### src/rtl/control_pipeline.sv
// control_pipeline: RV32I opcode decoder feeding a NUM_STAGES-deep registered
// control pipeline (stage 1 = EX, 2 = MEM, 3 = WB by default). It carries a
// valid bit per stage. It supports a global stall and flush bubble insertion,
// and it detects load-use hazards with a ready handshake back to decode.
//
// Ports:
//   clk, rst        rising-edge clock, asynchronous active-high reset
//   valid_in        decode presents an instruction
//   ready_out       instruction accepted this cycle (!stall_in && !hazard_stall)
//   opcode          instruction[6:0]
//   rd_addr         destination register of the incoming instruction
//   rs1_addr        source register 1 of the incoming instruction
//   rs2_addr        source register 2 of the incoming instruction
//   stall_in        freeze all stages
//   flush_in        kill the instruction entering stage 1
//   hazard_stall    load-use hazard against stage 1 (combinational)
//   ctrl_out        stage k bundle at [k*CTRL_W-1 -: CTRL_W], k = 1..NUM_STAGES
//   rd_out          stage k rd, same packing
//   retired_cnt     (CTRL_PERF_CNT_EN only) valid bundles leaving the last stage
//   bubble_cnt      (CTRL_PERF_CNT_EN only) bubbles inserted by flush or hazard
//
// Optional feature macro: CTRL_PERF_CNT_EN adds the two performance counters.

package control_pipeline_pkg;

  localparam int unsigned CTRL_W    = 13;
  localparam int unsigned ALU_SEL_W = 4;
  localparam int unsigned OPCODE_W  = 7;

  // ALU select encodings shared with the datapath
  localparam logic [ALU_SEL_W-1:0] ALU_SELECT_ARITHMETIC = 4'd1;
  localparam logic [ALU_SEL_W-1:0] ALU_SELECT_LOAD       = 4'd2;
  localparam logic [ALU_SEL_W-1:0] ALU_SELECT_STORE      = 4'd3;
  localparam logic [ALU_SEL_W-1:0] ALU_SELECT_BRANCH     = 4'd4;
  localparam logic [ALU_SEL_W-1:0] ALU_SELECT_JAL        = 4'd5;
  localparam logic [ALU_SEL_W-1:0] ALU_SELECT_JALR       = 4'd6;
  localparam logic [ALU_SEL_W-1:0] ALU_SELECT_LUI        = 4'd7;
  localparam logic [ALU_SEL_W-1:0] ALU_SELECT_AUIPC      = 4'd8;

  // RV32I major opcodes
  localparam logic [OPCODE_W-1:0] OPCODE_ALU    = 7'b0110011;
  localparam logic [OPCODE_W-1:0] OPCODE_ALUI   = 7'b0010011;
  localparam logic [OPCODE_W-1:0] OPCODE_LOAD   = 7'b0000011;
  localparam logic [OPCODE_W-1:0] OPCODE_STORE  = 7'b0100011;
  localparam logic [OPCODE_W-1:0] OPCODE_BRANCH = 7'b1100011;
  localparam logic [OPCODE_W-1:0] OPCODE_JAL    = 7'b1101111;
  localparam logic [OPCODE_W-1:0] OPCODE_JALR   = 7'b1100111;
  localparam logic [OPCODE_W-1:0] OPCODE_LUI    = 7'b0110111;
  localparam logic [OPCODE_W-1:0] OPCODE_AUIPC  = 7'b0010111;

  // Control bundle, MSB first: valid is bit 12, alu_select is bits [3:0]
  typedef struct packed {
    logic                 valid;
    logic                 is_jalr;
    logic                 is_jal;
    logic                 is_branch;
    logic                 mem_wr_en;
    logic                 mem_rd_en;
    logic                 mem_data_select;
    logic                 reg_b_select;
    logic                 regfile_wr_en;
    logic [ALU_SEL_W-1:0] alu_select;
  } ctrl_t;

  localparam ctrl_t CTRL_BUBBLE = '0;

endpackage

module control_pipeline
  import control_pipeline_pkg::*;
#(
  parameter int unsigned NUM_STAGES = 3,
  parameter int unsigned REG_ADDR_W = 5
) (
  input  logic                             clk,
  input  logic                             rst,
  input  logic                             valid_in,
  output logic                             ready_out,
  input  logic [OPCODE_W-1:0]              opcode,
  input  logic [REG_ADDR_W-1:0]            rd_addr,
  input  logic [REG_ADDR_W-1:0]            rs1_addr,
  input  logic [REG_ADDR_W-1:0]            rs2_addr,
  input  logic                             stall_in,
  input  logic                             flush_in,
  output logic                             hazard_stall,
  output logic [NUM_STAGES*CTRL_W-1:0]     ctrl_out,
  output logic [NUM_STAGES*REG_ADDR_W-1:0] rd_out
`ifdef CTRL_PERF_CNT_EN
  ,
  output logic [31:0]                      retired_cnt,
  output logic [31:0]                      bubble_cnt
`endif
);

  localparam int unsigned LAST = NUM_STAGES - 1;

  ctrl_t                 ctrl_q [NUM_STAGES];
  logic [REG_ADDR_W-1:0] rd_q   [NUM_STAGES];

  ctrl_t                 dec_bundle;
  logic [REG_ADDR_W-1:0] dec_rd;
  logic                  rs1_used;
  logic                  rs2_used;
  logic                  known;
  logic                  load_in_ex;
  logic                  insert_bubble;

  // Opcode decode; an unknown opcode or an absent instruction is a bubble
  always_comb begin
    dec_bundle = CTRL_BUBBLE;
    rs1_used   = 1'b0;
    rs2_used   = 1'b0;
    known      = 1'b1;
    case (opcode)
      OPCODE_ALU: begin
        dec_bundle.regfile_wr_en = 1'b1;
        dec_bundle.reg_b_select  = 1'b1;
        dec_bundle.alu_select    = ALU_SELECT_ARITHMETIC;
        rs1_used = 1'b1;
        rs2_used = 1'b1;
      end
      OPCODE_ALUI: begin
        dec_bundle.regfile_wr_en = 1'b1;
        dec_bundle.alu_select    = ALU_SELECT_ARITHMETIC;
        rs1_used = 1'b1;
      end
      OPCODE_LOAD: begin
        dec_bundle.regfile_wr_en   = 1'b1;
        dec_bundle.mem_data_select = 1'b1;
        dec_bundle.mem_rd_en       = 1'b1;
        dec_bundle.alu_select      = ALU_SELECT_LOAD;
        rs1_used = 1'b1;
      end
      OPCODE_STORE: begin
        dec_bundle.mem_wr_en  = 1'b1;
        dec_bundle.alu_select = ALU_SELECT_STORE;
        rs1_used = 1'b1;
        rs2_used = 1'b1;
      end
      OPCODE_BRANCH: begin
        dec_bundle.reg_b_select = 1'b1;
        dec_bundle.is_branch    = 1'b1;
        dec_bundle.alu_select   = ALU_SELECT_BRANCH;
        rs1_used = 1'b1;
        rs2_used = 1'b1;
      end
      OPCODE_JAL: begin
        dec_bundle.regfile_wr_en = 1'b1;
        dec_bundle.reg_b_select  = 1'b1;
        dec_bundle.is_jal        = 1'b1;
        dec_bundle.alu_select    = ALU_SELECT_JAL;
      end
      OPCODE_JALR: begin
        dec_bundle.regfile_wr_en = 1'b1;
        dec_bundle.reg_b_select  = 1'b1;
        dec_bundle.is_jalr       = 1'b1;
        dec_bundle.alu_select    = ALU_SELECT_JALR;
        rs1_used = 1'b1;
      end
      OPCODE_LUI: begin
        dec_bundle.regfile_wr_en = 1'b1;
        dec_bundle.alu_select    = ALU_SELECT_LUI;
      end
      OPCODE_AUIPC: begin
        dec_bundle.regfile_wr_en = 1'b1;
        dec_bundle.alu_select    = ALU_SELECT_AUIPC;
      end
      default: known = 1'b0;
    endcase
    dec_bundle.valid = valid_in && known;
    if (!dec_bundle.valid) begin
      dec_bundle = CTRL_BUBBLE;
    end
    dec_rd = dec_bundle.valid ? rd_addr : '0;
  end

  // Load-use hazard: a load in EX writing a register the incoming op reads.
  // x0 is excluded because its writes are discarded.
  always_comb begin
    load_in_ex   = ctrl_q[0].valid && ctrl_q[0].mem_rd_en && (rd_q[0] != '0);
    hazard_stall = valid_in && load_in_ex &&
                   ((rs1_used && (rs1_addr == rd_q[0])) ||
                    (rs2_used && (rs2_addr == rd_q[0])));
    ready_out    = !stall_in && !hazard_stall;
  end

  // Flush wins even during a stall; a hazard bubble only applies when advancing
  assign insert_bubble = flush_in || (!stall_in && hazard_stall);

  // Stage 1 (EX): bubble, hold or load the decoded instruction
  always_ff @(posedge clk or posedge rst) begin
    if (rst) begin
      ctrl_q[0] <= CTRL_BUBBLE;
      rd_q[0]   <= '0;
    end else if (insert_bubble) begin
      ctrl_q[0] <= CTRL_BUBBLE;
      rd_q[0]   <= '0;
    end else if (!stall_in) begin
      ctrl_q[0] <= dec_bundle;
      rd_q[0]   <= dec_rd;
    end
  end

  // Stages 2..N shift forward unless stalled
  for (genvar k = 1; k < NUM_STAGES; k++) begin : g_stage
    always_ff @(posedge clk or posedge rst) begin
      if (rst) begin
        ctrl_q[k] <= CTRL_BUBBLE;
        rd_q[k]   <= '0;
      end else if (!stall_in) begin
        ctrl_q[k] <= ctrl_q[k-1];
        rd_q[k]   <= rd_q[k-1];
      end
    end
  end

  // Flatten per-stage registers; stage 1 occupies the least significant slice
  for (genvar k = 0; k < NUM_STAGES; k++) begin : g_out
    assign ctrl_out[k*CTRL_W +: CTRL_W]         = ctrl_q[k];
    assign rd_out[k*REG_ADDR_W +: REG_ADDR_W]   = rd_q[k];
  end

`ifdef CTRL_PERF_CNT_EN
  logic [31:0] retired_q;
  logic [31:0] bubble_q;

  // Free-running, wrapping event counters sampled on advancing edges only
  always_ff @(posedge clk or posedge rst) begin
    if (rst) begin
      retired_q <= '0;
      bubble_q  <= '0;
    end else if (!stall_in) begin
      if (ctrl_q[LAST].valid) begin
        retired_q <= retired_q + 32'd1;
      end
      if (flush_in || hazard_stall) begin
        bubble_q <= bubble_q + 32'd1;
      end
    end
  end

  assign retired_cnt = retired_q;
  assign bubble_cnt  = bubble_q;
`endif

endmodule

### config.mk
export PLATFORM = sky130hd
export DESIGN_NAME = control_pipeline
export DESIGN_NICKNAME = d
export VERILOG_FILES = /design/src/rtl/control_pipeline.sv
export SDC_FILE = /design/constraint.sdc
export NUM_CORES = 1
export LEC_CHECK = 0
export ABC_CLOCK_PERIOD_IN_PS = 2000
export BUFFER_PORTS_ARGS = -buffer_cell sky130_fd_sc_hd__buf_2
export CAP_MARGIN = 20
export CORE_MARGIN = 2
export CORE_UTILIZATION = 51
export CTS_BUF_LIST = sky130_fd_sc_hd__clkbuf_2
export DETAILED_ROUTE_END_ITERATION = 8
export GPL_ROUTABILITY_DRIVEN = 1
export PLACE_DENSITY = 0.82
export SYNTH_ARGS = -nofsm -noshare
export SYNTH_HDL_FRONTEND = slang
export SYNTH_SLANG_ARGS = --single-unit
### constraint.sdc
create_clock -name clk -period 2 [get_ports clk]
set_input_delay 0.3 -clock clk [delete_from_list [all_inputs] [get_ports clk]]
set_output_delay 0.3 -clock clk [all_outputs]
set_load 0.01 [all_outputs]
==> impl_metrics.ini, run 1 <==
[synth]
synth_edf_count = 0
ys_seq_area_frac = 0.550
synth.area.top_cells = dfrtp_1 (55%), mux2_2 (16%), xnor2_1 (3.8%), a22o_1 (3.0%), a32o_1 (3.0%)
ys.flop_type = dfrtp_1
synth_fp_nets = 201
synth-seq-cells = 51
netlist_area_um2 = 2320
synth_top_area_frac = 0.550
syn_avg_cell_area_um2 = 13.3
synth.distinct_cells = 39
yosys_warnings = 0
synthArstFlopShare = 1.00
syn_inst = 174
synth_top_area_cell = dfrtp_1
netlist_top_cells_count = dfrtp_1 (51), mux2_2 (34), xnor2_1 (10), a22o_1 (8)
synth_most_common_cell = dfrtp_1

[sta]
finalCriticalPeriod_ps = 2060
worst_pin_slew_ps = 458
slew_violations = 0
rsz0062_at_grt = true
slew_headroom = 0.695
max_freq_mhz = 486
final-hold-violation-count = 0
timing.final.crit_share = 1.03
setup_viol = 2
skew_ps = 16.1
layout_setup_ws_ps = -57.2

[cts]
clkSinkCount = 51
cts-root-buf = clkbuf_2
cts_buffer_depth = 2
h-tree-depth = 2
clkTransAtPathRegs_ps = 230
cts_tree = yes
clkLatencyLatePin_ps = 420
cts_inserted_buffers = 5

[route]
vias = 1721
final_antenna_net_count = 0
drt-pass1-iter-count = 4
routedWlPerCell_um = 15.5
drc = 0
drt_iter0_drc = 65
avgViaCountPerCell = 5.41
wl_um = 4940

[power_and_ir_drop]
netSwitchingFraction = 0.234
clkPwrFrac = 0.301
p_per_area_nw_per_um2 = 587
p_comb_frac = 0.092
ir_drop_mv = 0.362
p_int_mw = 1.31
seq_power_share = 0.607
power.switching_mw = 0.401
p_leak_nw = 1.61

[run]
drv_cap = 0

[floorplanning]
fp-row-count = 24
die_x_um = 71.5
pin_count = 83
fp.dieH_um = 71.5
core_area_um2 = 4380
die_area_um2 = 5110
start_util = 0.530

[grt]
grt_start_max_net_pins = 36
antenna_found_initial = 0
overflow = 0
grt_pass1_vias = 1644
grt_usage = 0.202
grt_first_pass_wirelength_um = 7940

[final_layout]
final_util = 0.665
area_growth_syn_to_layout_pct = 25.5
diodes = 0
final_nets = 292
drive_gt1_frac = 0.583
fillerInstances = 340

[worst_setup_path]
critical_path.cell_chain = xnor2_1, nand4_1, o22ai_2, and2_4, nor2_1, buf_2
crit_slowest_cell = dfrtp_2
start_kind = flip-flop
path_class = reg -> out
path_max_fanout = 3
max_stage_delay_ps = 510
cp.required_ps = 1700
end_kind = output pin
arrival_ps = 1760

[status]
violations = setup timing
status = finished, violations left

[hold_path]
min_path_type = in -> reg

[place]
gp_congestion = 0.921
hpwl_um = 3590
port-buffer-count = 82
pre_cts_slack_ps = 155
## layer usage
layer	vias up	wire length (um)	track usage
met1	822	2150	0.287
met4	0	87	0.0755
met3	8	294	0.0408
met5	-	0	0
li1	822	-	-
met2	69	2410	0.311
## power groups by stage
stage	Combinational (mW)	Sequential (mW)	Clock [mW]
floorplan	0.0987	1.06	0
global placement	0.148	1.06	0
detailed placement	0.151	1.06	0
CTS	0.156	1.04	0.522
global route	0.174	1.04	0.561
finish	0.157	1.04	0.514
## area by class of cell
cell class	count	area [um2]	share of cell area
clock buffers	5	25.0	0.00859
clock inverters	3	38.8	0.0133
inverters	3	11.3	0.00386
multi-input cells	107	962	0.330
flip-flops and latches	51	1280	0.440
well taps	52	65.1	0.0223
repair buffers	97	529	0.182
## placed cells by master (no fill, tap or decap), types with 3 or more instances in the layout
| cell | n |
|---|---|
| nand2_1 | 7 |
| xnor2_2 | 3 |
| buf_4 | 13 |
| xnor2_1 | 7 |
| dfrtp_2 | 5 |
| a32o_1 | 7 |
| buf_2 | 82 |
| nand4_1 | 4 |
| nor2_1 | 7 |
| clkbuf_2 | 5 |
| dfrtp_1 | 46 |
| mux2_2 | 34 |
| a22o_1 | 8 |
## cells by family (layout without fill, tap and decap cells)
family                   Yosys count  count (layout)  synth area share
flip-flops                        51              51             0.550
adder cells (fa/ha/maj)            1               1           0.00431
AO/OA/AOI/OAI                     29              29             0.110
AND/OR/NAND/NOR                   33              33            0.0830
buffers and inverters             16             108            0.0501
XOR/XNOR                          10              10            0.0377
multiplexers                      34              34             0.165
## repair_timing
item                                    CTS  global route
gates resized for setup                   9             3
hold buffers                              1             0
hold endpoints to repair                 19             0
setup buffers                             7             2
pin swaps                                 2             2
endpoints found under the setup margin    2             2
## worst max-delay path: cells and delay by family, from the launching register on
family / cells / cell delay [ps]
xor gates and xnor gates: 1 / 180
and+or+nand+nor: 3 / 340
AOI/OAI and AO/OA: 1 / 170
buffers and inverters: 1 / 150
DFF: 1 / 510
## through the flow
stage / TNS [ps] / instances / area [um2] / hold WS [ps] / power (mW)
global route: -270 / 318 / 2910 / 37.1 / 1.78
floorplan: 0 / 174 / 2320 / 433 / 1.16
detailed placement: 0 / 300 / 2730 / 311 / 1.21
CTS: -108 / 316 / 2880 / 62.4 / 1.72
global placement: 0 / 300 / 2730 / 316 / 1.20
finish: -58.3 / 318 / 2910 / 78.3 / 1.71
## path summary, 6_finish.rpt
path                                           from                  endpoint  slack [ps]  cells after the start
setup / recovery              rd_out[4]$_DFFE_PP0P_                 ready_out         -60                      6
hold / removal                           rd_addr[2]     rd_out[2]$_DFFE_PP0P_          80                      2
setup reg to reg              rd_out[2]$_DFFE_PP0P_   ctrl_out[1]$_DFFE_PP0P_         260                      7
hold reg to reg            ctrl_out[29]$_DFFE_PP0N_  ctrl_out[29]$_DFFE_PP0N_         530                      1
max in group asynchronous                       rst     rd_out[0]$_DFFE_PP0P_        1070                      4
min in group asynchronous                       rst  ctrl_out[20]$_DFFE_PP0N_         360                      3
## state kept, by name (all words and copies together) (netlist names)
| signal | count |
|---|---|
| ctrl_out | 36 |
| rd_out | 15 |
Note: power is estimated with default switching activity, not from simulation.
==> run 2: changes to the inputs <==
- ABC_CLOCK_PERIOD_IN_PS: 2000 -> 2400
- CORE_UTILIZATION: 51 -> 55
- GPL_ROUTABILITY_DRIVEN: 1 -> 0
- PLACE_DENSITY: 0.82 -> 0.87
- clock period: 2 -> 2.4 ns (I/O delays scaled with it)
==> impl_metrics.ini, run 2 (synthesis gave the netlist of run 1 again) <==
[power_and_ir_drop]
p_leak_nw = 1.53
p_per_area_nw_per_um2 = 475
total_power_mw = 1.31
ir_drop_mv = 0.245

[grt]
gr-usage-met1 = 0.269
overflow = 0
grtUsageMet3 = 0.0601
grt_first_pass_wirelength_um = 7110
antenna_found_initial = 0
use_met2 = 0.326
busiest_layer = met2
grt_pass1_vias = 1500
grt_start_max_net_pins = 37
grt_usage = 0.208

[route]
drt_iter0_drc = 46
avgViaCountPerCell = 5.48
routedWlPerCell_um = 15.1
drt-pass1-iter-count = 4
drc = 0
vias = 1665
final_antenna_net_count = 0
wl_um = 4590

[worst_setup_path]
start_kind = flip-flop
end_kind = output pin
arrival_ps = 1860
startpoint = rd_out[2]$_DFFE_PP0P_
crit_end = ready_out
reg2reg_depth = 5
cp.required_ps = 2040
r2r_end = ctrl_out[9]$_DFFE_PP0P_
path_max_fanout = 6
r2r_start = rd_out[2]$_DFFE_PP0P_
r2r_setup_slack_ps = 710
path_class = reg -> out

[cts]
ctsResizeCount = 0
cts_buffer_depth = 2
clkLatencyLatePin_ps = 420
cts_inserted_buffers = 5
cts_tree = yes
clkTransAtPathRegs_ps = 220
h-tree-depth = 2
cts-root-buf = clkbuf_2
clkSinkCount = 51

[final_layout]
area_growth_syn_to_layout_pct = 18.5
final_common_cell = buf_2
largest_reg_flops = 36
diodes = 0
drive_gt1_frac = 0.520
final_util = 0.683
mostFrequentLayoutCells = buf_2 (82), dfrtp_1 (51), mux2_2 (34)
final_nets = 280

[floorplanning]
die_x_um = 69.0
core_area_um2 = 4030
start_util = 0.576
fp.dieH_um = 69.0
pin_count = 83
die_area_um2 = 4760
fp-row-count = 23

[status]
status = finished clean

[sta]
setup_viol = 0
worst_pin_slew_ps = 1030
finalCriticalPeriod_ps = 2220
slew_violations = 0
final.setup.tns_ps = 0
slew_headroom = 0.311
final-hold-violation-count = 0
max_freq_mhz = 451
rsz0062_at_grt = false
skew_ps = 7.27
timing.final.crit_share = 0.925

[place]
hpwl_um = 3530
port-buffer-count = 82

[hold_path]
min_path_type = in -> reg
min_from = rd_addr[1]
worstHoldPathCells = 2

[run]
drv_cap = 0
-- run 2: where the power goes --
| group | leakage, nW | switching (mW) | internal [mW] | total [mW] |
|---|---|---|---|---|
| clock | 0.0281 | 0.252 | 0.0701 | 0.322 |
| sequential | 0.712 | 0.00215 | 0.864 | 0.866 |
| combinational | 0.786 | 0.0710 | 0.0501 | 0.121 |
| total | 1.53 | 0.325 | 0.984 | 1.31 |
-- run 2: timing repair --
item                                   CTS  global route
setup buffers                            0             0
hold buffers                             1             0
endpoints found under the hold margin   15             0
-- run 2: layer usage --
metal / vias to the layer above / wire length [um]
li1: 790 / -
met1: 810 / 1970
met2: 60 / 2280
met3: 5 / 263
met4: 0 / 77
met5: - / 0
-- run 2: area by class of cell --
cell class | count | area [um2]
clock buffer | 6 | 30.0
clock inverter | 2 | 7.51
fill | 303 | 1280
inverter | 3 | 11.3
multi-input combinational | 107 | 930
sequential | 51 | 1280
tap | 50 | 62.6
timing repair buffer | 85 | 435
-- run 2: worst min path at each step --
stage                          endpoint
3_3_place_gp   ctrl_out[36]$_DFFE_PP0N_
3_5_place_dp   ctrl_out[36]$_DFFE_PP0N_
4_1_cts           rd_out[4]$_DFFE_PP0P_
2_1_floorplan     rd_out[0]$_DFFE_PP0P_
6_report          rd_out[1]$_DFFE_PP0P_
5_1_grt           rd_out[2]$_DFFE_PP0P_
-- run 2: worst max-delay path, stage by stage, from the launching register on --
cell and delay, ps:
dfrtp_1 510, xnor2_1 180, nand4_1 130, o22ai_2 240, and2_2 190, nor2_1 40
buf_2 150
-- run 2: through the flow --
stage                     instance area [um2]  std cells  setup slack [ps]  hold slack (ps)
after floorplan                          2320        174               669              493
after global placement                   2710        295               453              335
after detailed placement                 2710        295               433              334
after CTS                                2750        304               159              120
after global routing                     2750        304              54.7             79.6
final                                    2750        304               180              138
==> run 3: changes to the inputs <==
- REMOVE_ABC_BUFFERS: default -> 1
==> impl_metrics.ini, run 3 (synthesis gave the netlist of run 1 again) <==
[status]
status = finished clean

[floorplanning]
pin_count = 83
die_area_um2 = 4760
fp.dieH_um = 69.0
core_area_um2 = 4030
start_util = 0.576
fp-row-count = 23
die_x_um = 69.0

[route]
routedWlPerCell_um = 15.7
wl_met2_um = 2520
avgViaCountPerCell = 5.38
vias = 1645
drt-pass1-iter-count = 4
drc = 0
final_antenna_net_count = 0
wl_met3_um = 239
wl_um = 4800
wl_met1_um = 2010
drt_iter0_drc = 45
routed.top_layer = met4

[worst_setup_path]
path_max_fanout = 6
arrival_ps = 1880
critical_path.cell_chain = xnor2_1, nand4_1, o22ai_2, and2_2, nor2_1, buf_2
reg2reg_depth = 5
end_kind = output pin
path_class = reg -> out
path_buf_inv = 1
max_stage_delay_ps = 510
cp_num_cells = 6
start_kind = flip-flop
crit_slowest_cell = dfrtp_2
cp.required_ps = 2040
path_delay_family = flip-flops

[grt]
overflow = 0
grt_pass1_vias = 1634
grt_start_max_net_pins = 36
antenna_found_initial = 0
grt_first_pass_wirelength_um = 7400
grt_usage = 0.217

[final_layout]
layout.area.seq_um2 = 1280
final_util = 0.695
multi_input_area_um2 = 930
drive_gt1_frac = 0.539
largest_reg_flops = 36
diodes = 0
final_common_cell = buf_2
fillerInstances = 320
area_growth_syn_to_layout_pct = 20.6
mostFrequentLayoutCells = buf_2 (82), dfrtp_1 (49), mux2_2 (34)
final_nets = 282
fin_cells = 306

[cts]
clkSinkCount = 51
cts_inserted_buffers = 5
cts_tree = yes
clkTransAtPathRegs_ps = 240
h-tree-depth = 2
cts_buffer_depth = 2
post-cts-setup-buffer-count = 0
cts-root-buf = clkbuf_2
clkLatencyLatePin_ps = 430

[power_and_ir_drop]
netSwitchingFraction = 0.241
p_leak_nw = 1.55
ir_drop_mv = 0.313
clkPwrFrac = 0.312
seq_power_share = 0.602
p_per_area_nw_per_um2 = 514
power.switching_mw = 0.347
p_comb_frac = 0.087
p_int_mw = 1.09

[sta]
slew_headroom = 0.619
final.setup.tns_ps = 0
rsz0062_at_grt = false
timing.final.crit_share = 0.933
finalCriticalPeriod_ps = 2240
skew_ps = 21.7
hold_ws_ps = 126
slew_violations = 0
final-hold-violation-count = 0
max_freq_mhz = 446
setup_viol = 0
worst_pin_slew_ps = 570

[hold_path]
worstHoldPathCells = 2
min_path_type = in -> reg

[place]
port-buffer-count = 82
dp.cells = 297
hpwl_um = 3550

[run]
drv_cap = 0
-- run 3: changes by cell type in the layout (fill, tap and decap cells not counted), moves of 2 or more --
| cell | previous run | this run |
|---|---|---|
| dfrtp_2 | 0 | 2 |
| clkinv_1 | 2 | 0 |
| dfrtp_1 | 51 | 49 |
| buf_4 | 2 | 4 |
-- run 3: final timing paths --
check,startpoint,to,slack (ps)
worst max-delay path,rd_out[2]$_DFFE_PP0P_,ready_out,160
worst min-delay path,rd_addr[2],rd_out[2]$_DFFE_PP0P_,130
worst max register to register,rd_out[2]$_DFFE_PP0P_,ctrl_out[7]$_DFFE_PP0P_,720
worst min register to register,rd_out[14]$_DFFE_PP0N_,rd_out[14]$_DFFE_PP0N_,530
max in group asynchronous,rst,ctrl_out[7]$_DFFE_PP0P_,1330
min in group asynchronous,rst,ctrl_out[1]$_DFFE_PP0P_,490
-- run 3: through the flow --
| step | area (um2) | setup slack (ps) | total power, mW |
|---|---|---|---|
| floorplan | 2220 | 758 | 0.940 |
| global placement | 2720 | 470 | 1.00 |
| detailed placement | 2720 | 444 | 1.00 |
| CTS | 2800 | 124 | 1.45 |
| global route | 2800 | 18.5 | 1.50 |
| finish | 2800 | 160 | 1.44 |
-- run 3: layer usage --
layer,GRT usage,vias to the layer above
li1,-,794
met1,0.264,796
met2,0.375,53
met3,0.0601,2
met4,0.0637,0
met5,0,-
-- run 3: power groups by stage --
stage	clock network (mW)	registers, mW	logic (mW)
floorplan	0	0.881	0.0588
global placement	0	0.880	0.123
detailed placement	0	0.880	0.125
CTS	0.456	0.866	0.126
global route	0.498	0.867	0.138
finish	0.449	0.866	0.125
-- run 3: cell type report --
type / count / share of cell area
clock buffers: 5 / 0.00893
clock inverters: 3 / 0.0156
inverters: 3 / 0.00402
multi-input cells: 107 / 0.332
flip-flops and latches: 51 / 0.456
well taps: 50 / 0.0223
repair buffers: 87 / 0.161
-- run 3: timing repair --
action,CTS,global route
hold endpoints to repair,25,0
hold buffers,1,0
setup endpoints to repair,0,1
resized for setup,0,2
